<file path="config.mk">
export PLATFORM = sky130hd
export DESIGN_NAME = tdsp_ds_dma_wr_flat
export DESIGN_NICKNAME = d
export VERILOG_FILES = /design/src/rtl/tdsp_ds_dma_wr_if.sv /design/src/rtl/tdsp_ds_dma_wr.sv /design/src/flat_wrapper.sv
export SDC_FILE = /design/constraint.sdc
export NUM_CORES = 1
export LEC_CHECK = 0
export ABC_AREA = 1
export BUFFER_PORTS_ARGS = -buffer_cell sky130_fd_sc_hd__buf_4
export CAP_MARGIN = 40
export CORE_AREA = 2 2 55 83
export CTS_BUF_LIST = sky130_fd_sc_hd__clkbuf_4 sky130_fd_sc_hd__clkbuf_8 sky130_fd_sc_hd__clkbuf_16
export CTS_CLUSTER_DIAMETER = 120
export DETAILED_ROUTE_END_ITERATION = 8
export DIE_AREA = 0 0 57 85
export GPL_ROUTABILITY_DRIVEN = 0
export GPL_TIMING_DRIVEN = 0
export PLACE_DENSITY = 0.75
export REMOVE_ABC_BUFFERS = 1
export SETUP_SLACK_MARGIN = 0.4
export SLEW_MARGIN = 10
export SYNTH_ARGS = -nofsm -noshare
export SYNTH_HDL_FRONTEND = slang
export SYNTH_SLANG_ARGS = --single-unit
export TNS_END_PERCENT = 50
</file>
<file path="constraint.sdc">
create_clock -name clk -period 2.6 [get_ports clk]
set_clock_uncertainty 0.15 [all_clocks]
set_input_delay 0.39 -clock clk [delete_from_list [all_inputs] [get_ports clk]]
set_output_delay 0.39 -clock clk [all_outputs]
set_load 0.02 [all_outputs]
</file>
<file path="src/rtl/tdsp_ds_dma_wr_if.sv">
`default_nettype none
// ============================================================================
// Module : tdsp_ds_dma_wr_if
// Desc   : Data-bus side of the TDSP sample DMA writer (request/grant, write).
// Rev    : 1.0
// ============================================================================
interface tdsp_ds_dma_wr_if #(
    parameter int DATA_W  = 16,
    parameter int HALF_AW = 7
) ();
    logic                bus_request;
    logic                bus_grant;
    logic                as;
    logic                write;
    logic [HALF_AW:0]    address;
    logic [DATA_W-1:0]   data_out;
    logic                top_buf_flag;

    modport master (
        output bus_request, as, write, address, data_out, top_buf_flag,
        input  bus_grant
    );

    modport slave (
        input  bus_request, as, write, address, data_out, top_buf_flag,
        output bus_grant
    );
endinterface
`default_nettype wire

</file>
<file path="src/rtl/tdsp_ds_dma_wr.sv">
`default_nettype none
// ============================================================================
// Module : tdsp_ds_dma_wr
// Desc   : Single-entry DMA writer filling the ping-pong TDSP sample memory.
// Rev    : 1.0
// ============================================================================
module tdsp_ds_dma_wr #(
    parameter int DATA_W  = 16,
    parameter int HALF_AW = 7
) (
    input  logic                clk,
    input  logic                reset,
    input  logic                dma_enable,
    input  logic                sample_valid,
    input  logic [DATA_W-1:0]   sample_data,
    input  logic                clr_overrun,
    output logic                half_done,
    output logic                overrun,
    tdsp_ds_dma_wr_if.master    bus
);

    typedef enum logic [1:0] {
        S_IDLE    = 2'd0,
        S_REQ     = 2'd1,
        S_XFER    = 2'd2,
        S_RELEASE = 2'd3
    } state_t;

    state_t                r_state;
    state_t                w_next_state;

    logic                  r_hold_valid;
    logic [DATA_W-1:0]     r_hold_data;
    logic [HALF_AW-1:0]    r_wr_count;
    logic                  r_top_buf_flag;
    logic                  r_half_done;
    logic                  r_overrun;
    logic                  r_bus_request;
    logic                  r_as;
    logic [HALF_AW:0]      r_address;
    logic [DATA_W-1:0]     r_data_out;

    logic                  w_accept;
    logic                  w_hold_free;
    logic                  w_capture;
    logic                  w_drop;
    logic                  w_wrap;
    logic                  w_req_nxt;
    logic                  w_as_nxt;
    logic [HALF_AW:0]      w_addr_nxt;
    logic [DATA_W-1:0]     w_data_nxt;

    // The holding entry is consumed during XFER, so that cycle may refill it.
    assign w_accept    = sample_valid & dma_enable;
    assign w_hold_free = ~r_hold_valid | (r_state == S_XFER);
    assign w_capture   = w_accept & w_hold_free;
    assign w_drop      = w_accept & ~w_hold_free;
    assign w_wrap      = (r_state == S_XFER) && (r_wr_count == {HALF_AW{1'b1}});

    always_ff @(posedge clk) begin
        if (!reset) begin
            r_state <= S_IDLE;
        end else begin
            r_state <= w_next_state;
        end
    end

    // Outputs are registered from the next state, so they line up with it.
    always_comb begin
        w_next_state = r_state;
        case (r_state)
            S_IDLE:    if (r_hold_valid || w_capture) w_next_state = S_REQ;
            S_REQ:     if (bus.bus_grant) w_next_state = S_XFER;
            S_XFER:    w_next_state = S_RELEASE;
            S_RELEASE: w_next_state = S_IDLE;
            default:   w_next_state = S_IDLE;
        endcase
        w_req_nxt  = (w_next_state == S_REQ) || (w_next_state == S_XFER);
        w_as_nxt   = (w_next_state == S_XFER);
        w_addr_nxt = w_as_nxt ? {r_top_buf_flag, r_wr_count} : '0;
        w_data_nxt = w_as_nxt ? r_hold_data : '0;
    end

    always_ff @(posedge clk) begin
        if (!reset) begin
            r_hold_valid   <= 1'b0;
            r_hold_data    <= '0;
            r_wr_count     <= '0;
            r_top_buf_flag <= 1'b0;
            r_half_done    <= 1'b0;
            r_overrun      <= 1'b0;
            r_bus_request  <= 1'b0;
            r_as           <= 1'b0;
            r_address      <= '0;
            r_data_out     <= '0;
        end else begin
            if (w_capture) begin
                r_hold_valid <= 1'b1;
                r_hold_data  <= sample_data;
            end else if (r_state == S_XFER) begin
                r_hold_valid <= 1'b0;
            end

            if (r_state == S_XFER) begin
                r_wr_count <= r_wr_count + 1'b1;
                if (w_wrap) begin
                    r_top_buf_flag <= ~r_top_buf_flag;
                end
            end
            r_half_done <= w_wrap;

            if (w_drop) begin
                r_overrun <= 1'b1;
            end else if (clr_overrun) begin
                r_overrun <= 1'b0;
            end

            r_bus_request <= w_req_nxt;
            r_as          <= w_as_nxt;
            r_address     <= w_addr_nxt;
            r_data_out    <= w_data_nxt;
        end
    end

    assign bus.bus_request  = r_bus_request;
    assign bus.as           = r_as;
    assign bus.write        = r_as;
    assign bus.address      = r_address;
    assign bus.data_out     = r_data_out;
    assign bus.top_buf_flag = r_top_buf_flag;
    assign half_done        = r_half_done;
    assign overrun          = r_overrun;

endmodule
`default_nettype wire

</file>
<file path="src/flat_wrapper.sv">
// flat-port wrapper written by rule: the top's interface ports become plain ports
module tdsp_ds_dma_wr_flat 
#(
    parameter int DATA_W  = 16,
    parameter int HALF_AW = 7
)
  (clk, reset, dma_enable, sample_valid, sample_data, clr_overrun, half_done, overrun, bus_bus_request, bus_as, bus_write, bus_address, bus_data_out, bus_top_buf_flag, bus_bus_grant);
  tdsp_ds_dma_wr_if #(.DATA_W(DATA_W), .HALF_AW(HALF_AW)) bus_i ();
  input  logic clk;
  input  logic reset;
  input  logic dma_enable;
  input  logic sample_valid;
  input  logic [DATA_W-1:0] sample_data;
  input  logic clr_overrun;
  output logic half_done;
  output logic overrun;
  output wire logic [$bits(bus_i.bus_request)-1:0] bus_bus_request;
  output wire logic [$bits(bus_i.as)-1:0] bus_as;
  output wire logic [$bits(bus_i.write)-1:0] bus_write;
  output wire logic [$bits(bus_i.address)-1:0] bus_address;
  output wire logic [$bits(bus_i.data_out)-1:0] bus_data_out;
  output wire logic [$bits(bus_i.top_buf_flag)-1:0] bus_top_buf_flag;
  input wire logic [$bits(bus_i.bus_grant)-1:0] bus_bus_grant;
  assign bus_bus_request = bus_i.bus_request;
  assign bus_as = bus_i.as;
  assign bus_write = bus_i.write;
  assign bus_address = bus_i.address;
  assign bus_data_out = bus_i.data_out;
  assign bus_top_buf_flag = bus_i.top_buf_flag;
  assign bus_i.bus_grant = bus_bus_grant;
  tdsp_ds_dma_wr #(.DATA_W(DATA_W), .HALF_AW(HALF_AW)) u_core (.clk(clk), .reset(reset), .dma_enable(dma_enable), .sample_valid(sample_valid), .sample_data(sample_data), .clr_overrun(clr_overrun), .half_done(half_done), .overrun(overrun), .bus(bus_i));
endmodule
</file>
==> run metrics <==
async set-reset flop share out of synthesis=0%; layout cell share with drive strength beyond 1=29.9%; Post-route DRC=0; status=finished clean; wire length per cell=10.2 um; slew at the pin with the worst max-slew slack=421 ps; post-route design area=2540 um^2; Synth area leader=dfxtp_1; Hold Crit Class=input pin to flop; initial antenna violation count=0; Worst-Skew Late Latency=300 ps; RR Endpoint=u_core.bus.data_out[2]; CTS tree=done; Peak Freq=526 MHz; RSZ-0062 raised after global routing=false; ANT nets after route=0; Max-slew headroom=71.9%; #FFs+latches synth=55; VDD IR-drop max=0.000571 V; minimum clock period=1900 ps; CP Class=input pin to flop; non-filler instance count after layout=337; Reg2Reg Depth=7; Synth cell types=23; max incr delay on CP=310 ps; number of global-route vias before repair=1298; Synth Flop Type=dfxtp_1; die height=85 um; Logic pwr share=10.3%; Seq/Total Area, Yosys=54.5%; Max Slew Vio Count=0; crit path from=sample_valid; most frequent cell after synthesis=dfxtp_1; dpl ws=52.3 ps; Chip Width=57 um; synth top area cells=dfxtp_1 54%, nor2_1 8.9%, nor2_2 6.2%; clk root buf=clkbuf_8; Pwr Density=641 nW/um^2; Pre-Repair DR Iteration Count=4; Antenna diodes=0; crit-path max FO=18; wirelength, routed=3430 um; GRT Total Usage=15.0%; Mapped Avg Cell Area=8.42 um^2; # nets final=314; Worst Setup End Kind=flop; Final Core Density=61.3%; Max-Cap Viols=0; largest net degree at the start of global routing=28; Net Switching=0.000369 W; Seq pwr share=54.8%; synth warn=0; Detailed Place HPWL=2410 um; CP Capture Point=u_core.bus.address[6]; Min-Delay Startpoint=clr_overrun; DR vias/cell=4.67; # rows=29; crit path cell chain=buf_4, nand2_2, clkinv_2, o21ai_0, ha_1, nand2_1, buf_8, nor2_1; I/O pins=52; Post-CTS Hold Buffers=0; total gr overflow=0; Synth top area share=54.5%; Mapped Cells=240; arrival time worst endpoint=1990 ps; Via Count=1575; clk slew on worst S/H paths=90 ps; EDFF count, synth=0; worst-case clock buffer depth=2; Initial DRC Count=28; Syn-to-layout area delta=25.6%; Post-CTS Setup Bufs=0; Core Area=4140 um^2; Slowest cell on crit path=o21ai_0; clock buffer count from CTS=5; R2R Setup Slk=840 ps; Port Buf Inserts=51; # setup viols final=0; die area=4850 um^2; slack of the critical path=699 ps; CP startpoint kind=input pin; CTS Sinks=55; dpl cell area=2420 um^2; Int Pwr=0.00126 W; first-pass GRT wire length=5600 um; Initial Util=48.9%; CTS HTree Levels=2; top cells by count, synth=55 x dfxtp_1, 48 x nor2_1, 31 x nand2_1; leak pwr=1.13 nW; Reg-to-Reg Start=u_core.r_state[1]; Final Hold Viols=0; placed insts=329; synthesized cell area=2020 um^2; Switching Share=22.7%; period utilisation layout=73.1%; Clk pwr share=34.9%; Worst Path Required=2690 ps
[power groups by stage]
| stage | clock network, W | logic, W | registers (W) |
|---|---|---|---|
| after global placement | 0 | 0.000164 | 0.000911 |
| after global routing | 0.000618 | 0.000188 | 0.000897 |
| final | 0.000567 | 0.000167 | 0.000892 |
| after detailed placement | 0 | 0.000169 | 0.000912 |
| after floorplan | 0 | 0.0000974 | 0.000919 |
| after CTS | 0.000582 | 0.000170 | 0.000892 |
[layout by cell type, fill, tap and decap left out]
cell type	n
dfxtp_1	55
buf_4	51
nor2_1	48
nand2_1	31
inv_1	30
nor2_2	20
nand3b_1	16
a21oi_1	9
nand3_1	6
clkbuf_8	6
o21ai_0	5
clkinv_2	2
ha_1	2
nand2_2	1
inv_2	1
nand2_4	1
nand2_8	1
inv_4	1
nor2_8	1
nand4_1	1
nor3_1	1
bufinv_16	1
buf_8	1
[how the worst min path moves through the flow]
stage | endpoint | depth (start not counted)
6_report | u_core.overrun | 4
5_1_grt | u_core.overrun | 4
4_1_cts | u_core.overrun | 4
3_5_place_dp | u_core.bus.data_out[0] | 2
3_3_place_gp | u_core.bus.data_out[15] | 2
2_1_floorplan | u_core.bus.data_out[0] | 2
[stage by stage]
stage	TNS (ps)	total power (W)	hold slack [ps]
floorplan	0	0.00102	259
global placement	-1450	0.00107	262
detailed placement	0	0.00108	266
CTS	0	0.00164	188
global route	0	0.00170	197
finish	0	0.00163	188
[state kept, by name (all words and copies together), names as in the netlist, 2 cells and up]
name and count:
u_core.bus.address 8, u_core.bus.data_out 16, u_core.r_hold_data 16, u_core.r_state 2
u_core.r_wr_count 7
[kinds of logic after synthesis]
group / count (synthesis) / synth area share [%]
flops: 55 / 54.5
buf+inv: 42 / 9.10
fa+ha+maj: 2 / 1.24
simple gates: 127 / 31.7
compound gates: 14 / 3.47
[routing by layer]
metal	GRT usage [%]	wire (um)
met5	0	0
met4	7.61	78
met3	3.35	153
met2	27.2	1840
met1	15.8	1360
[what timing repair did]
item	in CTS	in global routing
endpoints found under the setup margin	14	0
endpoints found under the hold margin	0	0
resized for setup	1	0
[worst max-delay path, delay by kind of cell]
kind | cells | cell delay, ps
AOI/OAI and AO/OA | 1 | 310
adders and majority gates | 1 | 190
buffers and inverters | 3 | 630
and+or+nand+nor | 3 | 480
[area by class of cell]
type                       instances  area, um^2
timing repair buffer              52         398
fill                             403        1600
clock buffer                       6        82.6
clock inverter                     2        35.0
sequential                        55        1100
tap                               46        57.6
multi-input combinational        143         736
inverter                          33         128
Note: power is estimated with default switching activity, not from simulation.
